### src/rtl/match_window_monitor_pkg.sv
// Shared types and helpers for the match window monitor.
package match_window_monitor_pkg;

    typedef enum logic {IDLE, RUN} mwm_state_t;

    // Increment by one unless already at max_val; never wraps.
    function automatic logic [31:0] sat_add(input logic [31:0] a, input logic inc,
                                            input logic [31:0] max_val);
        return (inc && (a != max_val)) ? a + 32'd1 : a;
    endfunction

endpackage

### src/rtl/match_window_monitor.sv
// Counts detector match pulses over fixed windows and reports each window's count
// on a valid/ready port, with a one-cycle alarm when the count reaches THRESH.
module match_window_monitor
    import match_window_monitor_pkg::*;
#(
    parameter int unsigned CNT_W      = 8,
    parameter int unsigned WIN_W      = 16,
    parameter int unsigned WINDOW_LEN = 1000,
    parameter int unsigned THRESH     = 4
) (
    input  logic             clk,
    input  logic             reset_n,
    input  logic             enable,
    input  logic             match_in,
    input  logic             report_ready,
    output logic             report_valid,
    output logic [CNT_W-1:0] report_count,
    output logic             report_overrun,
    output logic             alarm
);

    localparam logic [31:0] CntMax = 32'((64'd1 << CNT_W) - 64'd1);

    mwm_state_t       state;
    logic [WIN_W-1:0] win_cnt;
    logic [CNT_W-1:0] match_cnt;
    logic [CNT_W-1:0] next_cnt;
    logic             window_end;
    logic             crossing;

    always_comb begin
        next_cnt   = CNT_W'(sat_add(32'(match_cnt), match_in, CntMax));
        window_end = (win_cnt == WIN_W'(WINDOW_LEN - 1));
        // A saturated counter does not move, so it cannot re-cross the threshold.
        crossing   = (THRESH != 0) && (32'(next_cnt) == THRESH) && (next_cnt != match_cnt);
    end

    always_ff @(posedge clk or negedge reset_n) begin
        if (!reset_n) begin
            state          <= IDLE;
            win_cnt        <= '0;
            match_cnt      <= '0;
            report_valid   <= 1'b0;
            report_count   <= '0;
            report_overrun <= 1'b0;
            alarm          <= 1'b0;
        end else begin
            alarm <= 1'b0;
            // A window end in the same cycle overrides this below.
            if (report_valid && report_ready) begin
                report_valid   <= 1'b0;
                report_overrun <= 1'b0;
            end
            case (state)
                IDLE: begin
                    win_cnt   <= '0;
                    match_cnt <= '0;
                    if (enable) begin
                        state <= RUN;
                    end
                end
                RUN: begin
                    if (!enable) begin
                        state     <= IDLE;
                        win_cnt   <= '0;
                        match_cnt <= '0;
                    end else begin
                        alarm <= crossing;
                        if (window_end) begin
                            report_count   <= next_cnt;
                            report_valid   <= 1'b1;
                            report_overrun <= report_valid && !report_ready;
                            win_cnt        <= '0;
                            match_cnt      <= '0;
                        end else begin
                            win_cnt   <= win_cnt + WIN_W'(1);
                            match_cnt <= next_cnt;
                        end
                    end
                end
                default: state <= IDLE;
            endcase
        end
    end

endmodule

### config.mk
export PLATFORM = sky130hd
export DESIGN_NAME = match_window_monitor
export DESIGN_NICKNAME = d
export VERILOG_FILES = /design/src/rtl/match_window_monitor_pkg.sv /design/src/rtl/match_window_monitor.sv
export SDC_FILE = /design/constraint.sdc
export NUM_CORES = 1
export LEC_CHECK = 0
export ABC_AREA = 1
export CORE_UTILIZATION = 45
export DETAILED_ROUTE_END_ITERATION = 8
export GPL_ROUTABILITY_DRIVEN = 0
export SYNTH_ARGS = -nofsm -noshare
export SYNTH_HDL_FRONTEND = slang
export SYNTH_SLANG_ARGS = --single-unit
### constraint.sdc
create_clock -name clk -period 4.5 [get_ports clk]
set_input_delay 0.9 -clock clk [delete_from_list [all_inputs] [get_ports clk]]
set_output_delay 0.9 -clock clk [all_outputs]
set_load 0.05 [all_outputs]
==> results.json, run 1 <==
{
  "drtAntennaViolNets": 0,
  "maxCapViolCount": 0,
  "numPortBuffers": 15,
  "synthDistinctLibCells": 28,
  "synthCells": 237,
  "grt_usage_pct": 19.9,
  "hold_depth": 1,
  "total_power_uw": 587,
  "period_share_pct": 52.7,
  "yosys-top-cells-area": "dfrtp_1 49%, nand2_1 14%, nor2_1 8.0%",
  "yosys_warnings": 0,
  "grt_overflow": 0,
  "grt_setup_unrepaired": "false",
  "core_mm2": 0.00380,
  "critPathBufInv": 1,
  "path_clk_slew_ps": 70,
  "irDropWorstVdd_mv": 0.241,
  "finalSetupViolations": 0,
  "synth_compound_area_share_pct": 6.87,
  "first_global_vias": 1348,
  "root_buffer": "clkbuf_8",
  "post-cts-setup-buffer-count": 0,
  "ys_seq_area_share_pct": 49.0,
  "fin_area_mm2": 0.00212,
  "vias": 1480,
  "worst_slew_pin_slew_ps": 768,
  "min_path_type": "reg2reg",
  "placed_area_mm2": 0.00203,
  "synth_seq_cells": 36,
  "hold_viol_final": 0,
  "final_core_util_pct": 55.7,
  "instances_no_fill": 306,
  "ff_latch_area_um2": 901,
  "dp_hpwl_um": 2660,
  "post_synth_instance_area_mm2": 0.00184,
  "multi_input_area_um2": 807,
  "cp.depth": 1,
  "status": "completed",
  "syn_nets": 244,
  "most-common-layout-cells": "71 x nand2_1, 39 x nor2_1, 36 x dfrtp_1",
  "viasPerCell": 4.84,
  "cts_inserted_buffers": 5,
  "drt_iter0_markers": 56,
  "cts_sinks": 36,
  "drc_errors": 0,
  "grt_max_degree": 37,
  "antenna_found_initial": 0,
  "whs_ps": 463,
  "powerDensity_mw_per_mm2": 277,
  "dr.pass1.iters": 4,
  "dieArea_mm2": 0.00435,
  "fill_cells": 360,
  "setup_slack_ps": 2130,
  "dpl_worst_slack_ps": 2080,
  "cts_buffer_depth": 2,
  "placed_cells": 298,
  "cp-start-kind": "flop",
  "wl_per_cell_um": 11.8,
  "cts_resized": 0,
  "antennaDiodeCount": 0,
  "fin_skew_ps": 8.55,
  "drive_gt1_share_pct": 11.6,
  "max_freq_ghz": 0.422,
  "yosys.area.top_type_share_pct": 49.0,
  "area_delta_synth_final_pct": 15.0,
  "final_common_cell": "nand2_1",
  "synth_top_family_by_area": "simple AND/OR/NAND/NOR gates",
  "cts_tree": "yes",
  "crit_type": "reg2out",
  "h-tree-depth": 2,
  "clk_latency_ps": 290,
  "die_w_um": 65.9,
  "maxSlewViolCount": 0,
  "arrival_ps": 1470,
  "synth-simple-area-share_pct": 35.2,
  "cp-end-kind": "primary output",
  "routed_wirelength_um": 3610,
  "slew_headroom_pct": 48.8,
  "nNetsFinal": 264,
  "yosysTopAreaCell": "dfrtp_1",
  "grt_first_pass_wirelength_um": 6260,
  "start_util_pct": 48.4,
  "path_delay_family": "buffers and inverters",
  "leakage_nw": 0.942,
  "worstRegToRegCells": 7,
  "synth_xor_area_share_pct": 0.476,
  "crit_slowest_cell": "clkdlybuf4s50_1",
  "synth_adder_area_share_pct": 1.36,
  "yosys-mux-area-fraction_pct": 0,
  "die_y_um": 65.9,
  "worstPathCellList": "clkdlybuf4s50_1",
  "setup_tns_ps": 0,
  "period_needed_ps": 2370,
  "crit_required_ps": 3600,
  "cts_hold_buf": 0,
  "row_count": 22,
  "ios": 16,
  "cp_max_fo": 2,
  "synth_area_per_cell_um2": 7.76,
  "slowest_delay_ps": 810
}
==> state kept, by name, summed over array words and instances, names as in the netlist <==
signal,flops
state,1
win_cnt,16
match_cnt,8
alarm,1
report_count,8
report_overrun,1
report_valid,1
==> final timing paths <==
path                                        startpoint                          end  slack, ps
max                        report_count[7]$_DFFE_PN0P_              report_count[7]       2130
max in group asynchronous                      reset_n  report_count[3]$_DFFE_PN0P_       3330
max reg2reg                       win_cnt[0]$_DFF_PN0_       match_cnt[7]$_DFF_PN0_       2820
min reg2reg                       win_cnt[0]$_DFF_PN0_         win_cnt[0]$_DFF_PN0_        460
min                               win_cnt[0]$_DFF_PN0_         win_cnt[0]$_DFF_PN0_        460
min in group asynchronous                      reset_n  report_count[4]$_DFFE_PN0P_        670
==> final cells by class <==
type	count	area share, %
inverters	30	5.32
well taps	48	2.84
flip-flops and latches	36	42.6
repair buffers	15	6.86
clock buffers	8	4.26
multi-input cells	169	38.1
==> power breakdown <==
part | internal [mW] | switching [mW]
clock network | 0.125 | 0.112
logic | 0.00630 | 0.0167
registers | 0.326 | 0.00154
total | 0.457 | 0.130
==> logic make-up (layout without fill, tap and decap cells) <==
kind of cell	after synthesis	after routing
simple gates	146	146
flops	36	36
buf+inv	32	53
compound gates	20	20
fa+ha+maj	2	2
xor+xnor	1	1
==> synthesized netlist by cell type (all sizes together) <==
| master | count |
|---|---|
| and2 | 1 |
| dfrtp | 36 |
| a211oi | 1 |
| a31oi | 1 |
| buf | 2 |
| nand3 | 11 |
| a21oi | 4 |
| nor2 | 42 |
| or2 | 1 |
| nor3 | 5 |
| o21ai | 14 |
| inv | 30 |
| nand4 | 2 |
| ha | 2 |
| nand2 | 77 |
| nand3b | 2 |
| xor2 | 1 |
| nor3b | 5 |
==> routing by layer <==
layer	vias to the layer above	routed length [um]	track usage [%]
met5	-	0	0
met4	0	72	9.57
met3	5	133	5.69
met2	32	1500	27.8
met1	664	1910	28.2
li1	779	-	-
Note: power is estimated with default switching activity, not from simulation.
==> inputs of run 2 (changes only) <==
- clock period: 4.5 -> 2.2 ns (I/O delays scaled with it)
==> results.json, run 2 (synthesis results as in run 1) <==
{
  "status": "completed",
  "cts_resized": 0,
  "finalSetupViolations": 0,
  "clk_latency_ps": 280,
  "start_util_pct": 48.4,
  "crit_type": "reg2out",
  "routed_wirelength_um": 3620,
  "p_clk_share_pct": 39.9,
  "area_delta_synth_final_pct": 15.4,
  "post-cts-setup-buffer-count": 0,
  "grt_max_degree": 37,
  "cp-start-kind": "flop",
  "placed_area_mm2": 0.00203,
  "drtAntennaViolNets": 0,
  "top_register": "win_cnt",
  "most-common-layout-cells": "71 x nand2_1, 39 x nor2_1, 36 x dfrtp_1",
  "min_path_type": "in2async",
  "internal-power_uw": 935,
  "root_buffer": "clkbuf_8",
  "fin_skew_ps": 8.41,
  "arrival_ps": 1460,
  "fin_area_mm2": 0.00212,
  "grt_setup_unrepaired": "false",
  "period_share_pct": 86.3,
  "path_delay_family": "buffers and inverters",
  "drt_iter0_markers": 156,
  "worstPathCellList": "clkdlybuf4s50_1",
  "irDropWorstVdd_mv": 0.343,
  "powerDensity_mw_per_mm2": 563,
  "slew_headroom_pct": 47.8,
  "dieArea_mm2": 0.00435,
  "viasPerCell": 4.78,
  "cts_hold_buf": 0,
  "setup_tns_ps": 0,
  "dr.pass1.iters": 4,
  "final_common_cell": "nand2_1",
  "core_mm2": 0.00380,
  "p_sw_uw": 261,
  "period_needed_ps": 1900,
  "die_y_um": 65.9,
  "drc_errors": 0,
  "ios": 16,
  "worst_slew_pin_slew_ps": 783,
  "die_w_um": 65.9,
  "row_count": 22,
  "crit_required_ps": 1760,
  "sw_frac_of_total_pct": 21.8,
  "hold_viol_final": 0,
  "slowest_delay_ps": 820,
  "cp_max_fo": 2,
  "wl_per_cell_um": 11.8,
  "cts_sinks": 36,
  "comb_power_share_pct": 4.2,
  "pwr-share-seq_pct": 55.9,
  "cts_tree": "yes",
  "dp_hpwl_um": 2570,
  "largest_reg_flops": 16,
  "numPortBuffers": 15,
  "leakage_nw": 0.947,
  "cts_inserted_buffers": 5,
  "drive_gt1_share_pct": 12.0,
  "cts_buffer_depth": 2,
  "maxCapViolCount": 0,
  "reg.largest.list": "win_cnt: 16 flops, match_cnt: 8 flops, report_count: 8 flops",
  "antennaDiodeCount": 0,
  "h-tree-depth": 2,
  "maxSlewViolCount": 0,
  "grt_usage_pct": 19.2,
  "first_global_vias": 1393,
  "crit_slowest_cell": "clkdlybuf4s50_1",
  "vias": 1468,
  "max_freq_ghz": 0.527,
  "final_core_util_pct": 55.9,
  "grt_first_pass_wirelength_um": 6180,
  "cp-end-kind": "primary output",
  "antenna_found_initial": 0,
  "grt_overflow": 0,
  "critPathBufInv": 1,
  "nNetsFinal": 265,
  "path_clk_slew_ps": 70
}
[run 2: layout make-up]
type                       instances  area (um^2)
fill                             366         1680
multi-input combinational        169          807
timing repair buffer              16          153
sequential                        36          901
clock buffer                       8         90.1
tap                               48         60.1
inverter                          30          113
[run 2: final timing paths]
| kind | cells after the start | endpoint | startpoint | slack [ps] |
|---|---|---|---|---|
| setup / recovery | 1 | report_count[4] | report_count[4]$_DFFE_PN0P_ | 300 |
| hold / removal | 1 | match_cnt[2]$_DFF_PN0_ | reset_n | 230 |
| setup reg to reg | 7 | match_cnt[7]$_DFF_PN0_ | win_cnt[0]$_DFF_PN0_ | 540 |
| min in group clk | 1 | win_cnt[0]$_DFF_PN0_ | win_cnt[0]$_DFF_PN0_ | 460 |
| max in group asynchronous | 1 | win_cnt[3]$_DFF_PN0_ | reset_n | 1470 |
| hold reg to reg | 1 | win_cnt[0]$_DFF_PN0_ | win_cnt[0]$_DFF_PN0_ | 460 |
[run 2: power groups by stage]
| stage | registers (mW) | logic [mW] | clock network, mW |
|---|---|---|---|
| final | 0.669 | 0.0499 | 0.477 |
| after global routing | 0.669 | 0.0581 | 0.517 |
| after global placement | 0.681 | 0.0516 | 0 |
| after CTS | 0.669 | 0.0517 | 0.491 |
| after detailed placement | 0.681 | 0.0514 | 0 |
| after floorplan | 0.681 | 0.0229 | 0 |
[run 2: per-layer routing]
| layer | up-vias | GRT usage (%) | wire length (um) |
|---|---|---|---|
| met5 | - | 0 | 0 |
| met3 | 2 | 5.00 | 132 |
| met2 | 25 | 27.9 | 1560 |
| met4 | 0 | 7.18 | 11 |
| met1 | 664 | 27.3 | 1910 |
| li1 | 777 | - | - |
[run 2: through the flow]
| stage | std cells | hold slack [ps] | worst slack (ps) | total power, mW |
|---|---|---|---|---|
| after floorplan | 237 | 144 | 766 | 0.704 |
| after CTS | 307 | 264 | 282 | 1.21 |
| final | 307 | 229 | 301 | 1.20 |
| after global routing | 307 | 307 | 260 | 1.24 |
| after detailed placement | 299 | 462 | 230 | 0.733 |
| after global placement | 299 | 452 | 275 | 0.733 |
